`config.mk`:
```
export PLATFORM = sky130hd
export DESIGN_NAME = seq_scan_ctrl_flat
export DESIGN_NICKNAME = d
export VERILOG_FILES = /design/src/rtl/seq_scan_pkg.sv /design/src/rtl/seq_scan_if.sv /design/src/rtl/seq_match_core.sv /design/src/rtl/seq_scan_ctrl.sv /design/src/flat_wrapper.sv
export SDC_FILE = /design/constraint.sdc
export NUM_CORES = 1
export LEC_CHECK = 0
export BUFFER_PORTS_ARGS = -buffer_cell sky130_fd_sc_hd__buf_2
export CAP_MARGIN = 10
export CORE_UTILIZATION = 44
export CTS_CLUSTER_DIAMETER = 50
export DETAILED_ROUTE_END_ITERATION = 10
export PLACE_DENSITY = 0.67
export SYNTH_ARGS = -nofsm -noshare
export SYNTH_HDL_FRONTEND = slang
export SYNTH_SLANG_ARGS = --single-unit
```
`constraint.sdc`:
```
create_clock -name clk -period 3.1 [get_ports clk]
set_clock_uncertainty 0.2 [all_clocks]
set_input_delay 0.31 -clock clk [delete_from_list [all_inputs] [get_ports clk]]
set_output_delay 0.31 -clock clk [all_outputs]
set_load 0.01 [all_outputs]
```
`src/rtl/seq_scan_pkg.sv`:
```
// Shared types and defaults for the seq_scan stream-scanning controller.
package seq_scan_pkg;

  typedef enum logic [1:0] {
    IDLE  = 2'd0,
    ARMED = 2'd1,
    SHIFT = 2'd2,
    DONE  = 2'd3
  } state_t;

  localparam int DEFAULT_MAX_LEN = 8;
  localparam int DEFAULT_CNT_W   = 16;

  // Width needed to hold a pattern length of 0..max_len.
  function automatic int len_width(input int max_len);
    return $clog2(max_len + 1);
  endfunction

endpackage

```
`src/rtl/seq_scan_if.sv`:
```
// Configuration, byte stream and status bundle of seq_scan_ctrl.
interface seq_scan_if import seq_scan_pkg::*; #(
  parameter int MAX_LEN = DEFAULT_MAX_LEN,
  parameter int CNT_W   = DEFAULT_CNT_W,
  parameter int LEN_W   = len_width(MAX_LEN)
) ();

  logic               cfg_valid;
  logic               cfg_ready;
  logic [MAX_LEN-1:0] cfg_pattern;
  logic [LEN_W-1:0]   cfg_len;
  logic               cfg_err;
  logic               s_valid;
  logic               s_ready;
  logic [7:0]         s_data;
  logic               s_last;
  logic               match_pulse;
  logic [CNT_W-1:0]   match_count;
  logic               busy;
  logic               done;

  modport master (
    output cfg_valid, cfg_pattern, cfg_len, s_valid, s_data, s_last,
    input  cfg_ready, cfg_err, s_ready, match_pulse, match_count, busy, done
  );

  modport slave (
    input  cfg_valid, cfg_pattern, cfg_len, s_valid, s_data, s_last,
    output cfg_ready, cfg_err, s_ready, match_pulse, match_count, busy, done
  );

endinterface

```
`src/rtl/seq_match_core.sv`:
```
// Bit-serial matcher: history shift register, fill counter and length-masked compare.
// SEQ_SCAN_OVERLAP_EN defined counts overlapping matches; otherwise a match restarts the fill.
module seq_match_core import seq_scan_pkg::*; #(
  parameter int MAX_LEN = DEFAULT_MAX_LEN,
  parameter int LEN_W   = len_width(MAX_LEN)
) (
  input  logic               clk,
  input  logic               rst,
  input  logic               bit_valid,
  input  logic               bit_in,
  input  logic               clear,
  input  logic [MAX_LEN-1:0] pattern,
  input  logic [LEN_W-1:0]   len,
  output logic               match
);

`ifdef SEQ_SCAN_OVERLAP_EN
  localparam bit OVERLAP = 1'b1;
`else
  localparam bit OVERLAP = 1'b0;
`endif

  logic [MAX_LEN-1:0] history, hist_nxt, mask;
  logic [LEN_W-1:0]   fill, fill_nxt;

  // Match is judged on the history as it will look once the incoming bit is shifted in.
  always_comb begin
    hist_nxt = {history[MAX_LEN-2:0], bit_in};
    fill_nxt = (fill == LEN_W'(MAX_LEN)) ? fill : fill + LEN_W'(1);
    mask     = '0;
    for (int i = 0; i < MAX_LEN; i++) begin
      mask[i] = (LEN_W'(i) < len);
    end
    match = bit_valid && (fill_nxt >= len) && (((hist_nxt ^ pattern) & mask) == '0);
  end

  always_ff @(posedge clk) begin
    if (rst || clear) begin
      history <= '0;
      fill    <= '0;
    end else if (bit_valid) begin
      history <= hist_nxt;
      if (match && !OVERLAP) begin
        fill <= '0;
      end else begin
        fill <= fill_nxt;
      end
    end
  end

endmodule

```
`src/rtl/seq_scan_ctrl.sv`:
```
// Stream-scanning controller: config/byte handshakes, MSB-first serializer and saturating match counter.
// Overlap behaviour of the matcher is selected by SEQ_SCAN_OVERLAP_EN.
module seq_scan_ctrl import seq_scan_pkg::*; #(
  parameter int MAX_LEN = DEFAULT_MAX_LEN,
  parameter int CNT_W   = DEFAULT_CNT_W
) (
  input  logic       clk,
  input  logic       rst,
  seq_scan_if.slave  bus
);

  localparam int LEN_W = len_width(MAX_LEN);

  state_t             state, state_nxt;
  logic [7:0]         byte_q;
  logic               last_q;
  logic [2:0]         idx_q;
  logic [MAX_LEN-1:0] pat_q;
  logic [LEN_W-1:0]   len_q;
  logic [CNT_W-1:0]   count_q;
  logic               pulse_q;
  logic               err_q;
  logic               cfg_ok, cfg_take, byte_take, bit_valid, bit_in, core_match;

  assign cfg_ok    = (bus.cfg_len != '0) && (bus.cfg_len <= LEN_W'(MAX_LEN));
  assign cfg_take  = (state == IDLE) && bus.cfg_valid && cfg_ok;
  assign byte_take = (state == ARMED) && bus.s_valid;
  assign bit_valid = (state == SHIFT);
  assign bit_in    = byte_q[idx_q];

  always_ff @(posedge clk) begin
    if (rst) begin
      state <= IDLE;
    end else begin
      state <= state_nxt;
    end
  end

  always_comb begin
    state_nxt     = state;
    bus.cfg_ready = 1'b0;
    bus.s_ready   = 1'b0;
    bus.busy      = 1'b1;
    bus.done      = 1'b0;
    case (state)
      IDLE: begin
        bus.cfg_ready = 1'b1;
        bus.busy      = 1'b0;
        if (cfg_take) state_nxt = ARMED;
      end
      ARMED: begin
        bus.s_ready = 1'b1;
        if (bus.s_valid) state_nxt = SHIFT;
      end
      SHIFT: begin
        if (idx_q == 3'd0) state_nxt = last_q ? DONE : ARMED;
      end
      DONE: begin
        bus.done  = 1'b1;
        state_nxt = IDLE;
      end
      default: state_nxt = IDLE;
    endcase
  end

  // Datapath: config latch, byte serializer, registered match pulse and saturating count.
  always_ff @(posedge clk) begin
    if (rst) begin
      byte_q  <= '0;
      last_q  <= 1'b0;
      idx_q   <= '0;
      pat_q   <= '0;
      len_q   <= '0;
      count_q <= '0;
      pulse_q <= 1'b0;
      err_q   <= 1'b0;
    end else begin
      err_q   <= (state == IDLE) && bus.cfg_valid && !cfg_ok;
      pulse_q <= core_match;
      if (cfg_take) begin
        pat_q   <= bus.cfg_pattern;
        len_q   <= bus.cfg_len;
        count_q <= '0;
      end
      if (byte_take) begin
        byte_q <= bus.s_data;
        last_q <= bus.s_last;
        idx_q  <= 3'd7;
      end else if (bit_valid) begin
        idx_q <= idx_q - 3'd1;
      end
      if (core_match && (count_q != '1)) begin
        count_q <= count_q + CNT_W'(1);
      end
    end
  end

  assign bus.cfg_err     = err_q;
  assign bus.match_pulse = pulse_q;
  assign bus.match_count = count_q;

  seq_match_core #(
    .MAX_LEN (MAX_LEN),
    .LEN_W   (LEN_W)
  ) u_core (
    .clk       (clk),
    .rst       (rst),
    .bit_valid (bit_valid),
    .bit_in    (bit_in),
    .clear     (cfg_take),
    .pattern   (pat_q),
    .len       (len_q),
    .match     (core_match)
  );

endmodule
```
`src/flat_wrapper.sv`:
```
// flat-port wrapper written by rule: the top's interface ports become plain ports
module seq_scan_ctrl_flat import seq_scan_pkg::*;
#(
  parameter int MAX_LEN = DEFAULT_MAX_LEN,
  parameter int CNT_W   = DEFAULT_CNT_W
)
  (clk, rst, bus_cfg_valid, bus_cfg_pattern, bus_cfg_len, bus_s_valid, bus_s_data, bus_s_last, bus_cfg_ready, bus_cfg_err, bus_s_ready, bus_match_pulse, bus_match_count, bus_busy, bus_done);
  seq_scan_if #(.MAX_LEN(MAX_LEN), .CNT_W(CNT_W)) bus_i ();
  input  logic clk;
  input  logic rst;
  input wire logic [$bits(bus_i.cfg_valid)-1:0] bus_cfg_valid;
  input wire logic [$bits(bus_i.cfg_pattern)-1:0] bus_cfg_pattern;
  input wire logic [$bits(bus_i.cfg_len)-1:0] bus_cfg_len;
  input wire logic [$bits(bus_i.s_valid)-1:0] bus_s_valid;
  input wire logic [$bits(bus_i.s_data)-1:0] bus_s_data;
  input wire logic [$bits(bus_i.s_last)-1:0] bus_s_last;
  output wire logic [$bits(bus_i.cfg_ready)-1:0] bus_cfg_ready;
  output wire logic [$bits(bus_i.cfg_err)-1:0] bus_cfg_err;
  output wire logic [$bits(bus_i.s_ready)-1:0] bus_s_ready;
  output wire logic [$bits(bus_i.match_pulse)-1:0] bus_match_pulse;
  output wire logic [$bits(bus_i.match_count)-1:0] bus_match_count;
  output wire logic [$bits(bus_i.busy)-1:0] bus_busy;
  output wire logic [$bits(bus_i.done)-1:0] bus_done;
  assign bus_i.cfg_valid = bus_cfg_valid;
  assign bus_i.cfg_pattern = bus_cfg_pattern;
  assign bus_i.cfg_len = bus_cfg_len;
  assign bus_i.s_valid = bus_s_valid;
  assign bus_i.s_data = bus_s_data;
  assign bus_i.s_last = bus_s_last;
  assign bus_cfg_ready = bus_i.cfg_ready;
  assign bus_cfg_err = bus_i.cfg_err;
  assign bus_s_ready = bus_i.s_ready;
  assign bus_match_pulse = bus_i.match_pulse;
  assign bus_match_count = bus_i.match_count;
  assign bus_busy = bus_i.busy;
  assign bus_done = bus_i.done;
  seq_scan_ctrl #(.MAX_LEN(MAX_LEN), .CNT_W(CNT_W)) u_core (.clk(clk), .rst(rst), .bus(bus_i));
endmodule
```
==> metrics <==
H-tree depth=2; sequential group share of total power=a little over half; initial core utilization=46.5%; nets=442; Max Slew Vio Count=0; Seq/Total Area, Yosys=between 30% and 40%; Final setup viols=4; crit path kind=register to register; Pre-antenna DRT Iters=4; YS warnings=0; Reg clk slew, reported paths=0.10 ns; commonest non-fill, non-tap cell in the layout=dfxtp_1; Num CTS Buffers=5; vias=2765; top cells by area, synth=dfxtp_1 (39%), nand2_1 (6.6%), a21oi_1 (5.5%), mux2i_1 (4.6%), ha_1 (4.0%); most frequent cells in the layout=dfxtp_1 (52), nand2_1 (47), buf_2 (46); WP buf/inv=2; first-pass GRT wire length=11.7 mm; leak pwr=about 0.0014 uW; share of layout cells above drive strength 1=29.8%; FILL cells=559; Post-Syn Area per Cell=8.31 um2; Tmin final=3.15 ns; fmax=318 MHz; CP required=~3.2 ns; ys async rst share=0%; Finished Cell Area=0.00359 mm2; Mapped Cells=337; Worst-Skew Late Latency=0.32 ns; CP peak stage delay=0.51 ns; Crit. End Element=register; GR Overflow Total=0; Rows=28; Die Wd=81.8 um; P_int=approximately 1100 uW; Clock power frac=about a third; number of global-route vias before repair=2478; TritonCTS clock tree=done; post-synth top area share=39.3%; wirelength, routed=around 7.3 mm; Hold Crit Class=input pin to register; status=finished, violations left; CTS Buffer Depth=2; Max Fanout on Critical Path=6; cell family with the largest share of critical-path delay=simple AND/OR/NAND/NOR gates; failing checks=negative setup slack; worst vdd ir=0.000291 V; Die ar.=0.00669 mm2; CP max-delay cell=or4_4; die height=81.8 um; IO Port Bufs=46; Cell Area, Placed=0.00317 mm2; dpl cells=455; power per cell area=about 390 mW/mm2; Post-Layout Cell Count=between 400 and 500; critical path data arrival time=3.20 ns; Ports=47; largest net degree at the start of global routing=30; Netlist Area Pre-Place=0.00280 mm2; worst-margin pin slew=0.544 ns; core region area=between 0.006 and 0.007 mm2; crit start category=register; Fin Setup TNS=-0.109 ns; # hold bufs at CTS=0; WL per Instance=15.1 um; RSZ-0062 raised after global routing=yes; Root Buffer=clkbuf_8; number of flops mapped to enable cells by yosys=0; Max transition margin=63.7%; hold slack=between 0.01 and 0.015 ns; initial DRC count=128; switch share=between 20 and 30%; Max Cap Viol=0; detailed placer's ending HPWL=4.43 mm; Comb pwr share=12.6%; CP Cell Sequence=inv_4, ha_4, nand2_4, nor2_4, xnor2_2, ha_1, nand2b_4, a2111oi_2, or4_4, or3_4, buf_6, or3_1, a31oi_1; vias per cell=5.71; area leader, netlist=dfxtp_1; Inserted Diodes=0; clock sink count=55; Top FF cell, synth=dfxtp_1; Mapped Nets=371; P&R area growth vs syn=28.3%; #FFs+latches synth=55; post-layout util=59.6%; final-report hold violation count=0; Final ANT Viol Nets=0; final worst-path cycle share=102%; post-route setup slack=-0.0488 ns; gr usage total=22.8%; number of remaining DRC errors=0; gpl congestion=around 0.84; initial antenna violation count=0; Sw Pwr=364 uW; Distinct cells, synth=47
[cell families (layout without fill, tap and decap cells)]
family,after synthesis,in the layout,synth area share (%)
AO/OA/AOI/OAI,83,83,18.9
multiplexers,18,18,7.06
XOR/XNOR,11,11,3.44
flip-flops,55,55,39.3
adder cells (fa/ha/maj),9,9,4.02
buffers and inverters,31,102,4.92
AND/OR/NAND/NOR,130,131,22.4
[worst min-delay path, delay by kind of cell]
family | cells | cell delay [ns]
muxes | 1 | 0.05
buffers and inverters | 1 | 0.07
and+or+nand+nor | 1 | 0.07
[per-stage QoR]
stage          setup slack (ns)  total power [uW]
5_1_grt                  -0.158              1480
3_3_place_gp             -0.149               920
4_1_cts                 -0.0228              1410
3_5_place_dp             -0.230               924
2_1_floorplan           0.00656               866
6_report                -0.0488              1420
[flip-flops by register name (all words and copies together), names as in the netlist]
register                cells
u_core.u_core.history       7
u_core.pat_q                8
u_core.byte_q               8
u_core.state                2
u_core.idx_q                3
u_core.bus.match_count     16
u_core.len_q                4
u_core.u_core.fill          4
u_core.bus.cfg_err          1
u_core.bus.match_pulse      1
u_core.last_q               1
[power groups by stage]
stage / Clock, uW / Combinational, uW / Sequential (uW)
after floorplan: 0 / 110 / 756
after global placement: 0 / 160 / 760
after detailed placement: 0 / 163 / 761
after CTS: 492 / 170 / 744
after global routing: 535 / 196 / 748
final: 494 / 178 / 744
[per-layer routing]
| metal | vias up | GRT usage [%] | wire, um |
|---|---|---|---|
| met2 | 79 | 36.3 | 3410 |
| met4 | 0 | 7.54 | 131 |
| met3 | 11 | 4.22 | 337 |
| met1 | 1317 | 30.9 | 3420 |
| met5 | - | 0 | 0 |
| li1 | 1358 | - | - |
[synthesized netlist by cell type (2+ instances only)]
master / number
a211oi_1: 2
a21oi_1: 31
a31oi_1: 10
and2_1: 4
and3_1: 3
buf_2: 2
buf_6: 2
clkbuf_1: 16
dfxtp_1: 55
ha_1: 9
inv_1: 9
mux2_2: 4
mux2i_1: 13
nand2_1: 49
nand2b_1: 6
nand3_1: 12
nand4_1: 7
nor2_1: 20
nor2b_1: 5
nor3_1: 6
nor4_1: 4
o211ai_1: 15
o21ai_0: 9
o31ai_1: 2
or3_1: 7
or4_1: 5
xnor2_1: 8
xor2_1: 3
[worst paths after layout]
check                           slack, ns                        end  cells after the start                  start
worst max-delay path                -0.05  u_core.bus.match_count[7]                     13  u_core.u_core.fill[0]
worst min-delay path                 0.01            u_core.pat_q[1]                      3     bus_cfg_pattern[1]
worst max register to register      -0.05  u_core.bus.match_count[7]                     13  u_core.u_core.fill[0]
worst min register to register       0.26           u_core.byte_q[4]                      2       u_core.byte_q[4]
[area by class of cell]
cell class | instances | area (um2) | share of cell area, %
Timing Repair Buffer | 85 | 542 | 15.1
Clock buffer | 6 | 72.6 | 2.02
Sequential cell | 55 | 1110 | 30.8
Multi-Input combinational cell | 252 | 1700 | 47.4
Tap cell | 75 | 93.8 | 2.61
Clock inverter | 2 | 38.8 | 1.08
Inverter | 9 | 36.3 | 1.01
[repair_timing]
item,in CTS,in global routing
pin swaps,21,24
gates cloned,1,0
endpoints found under the setup margin,16,17
resized for setup,17,19
buffers inserted,20,2
(Power assumes the default switching activity.)
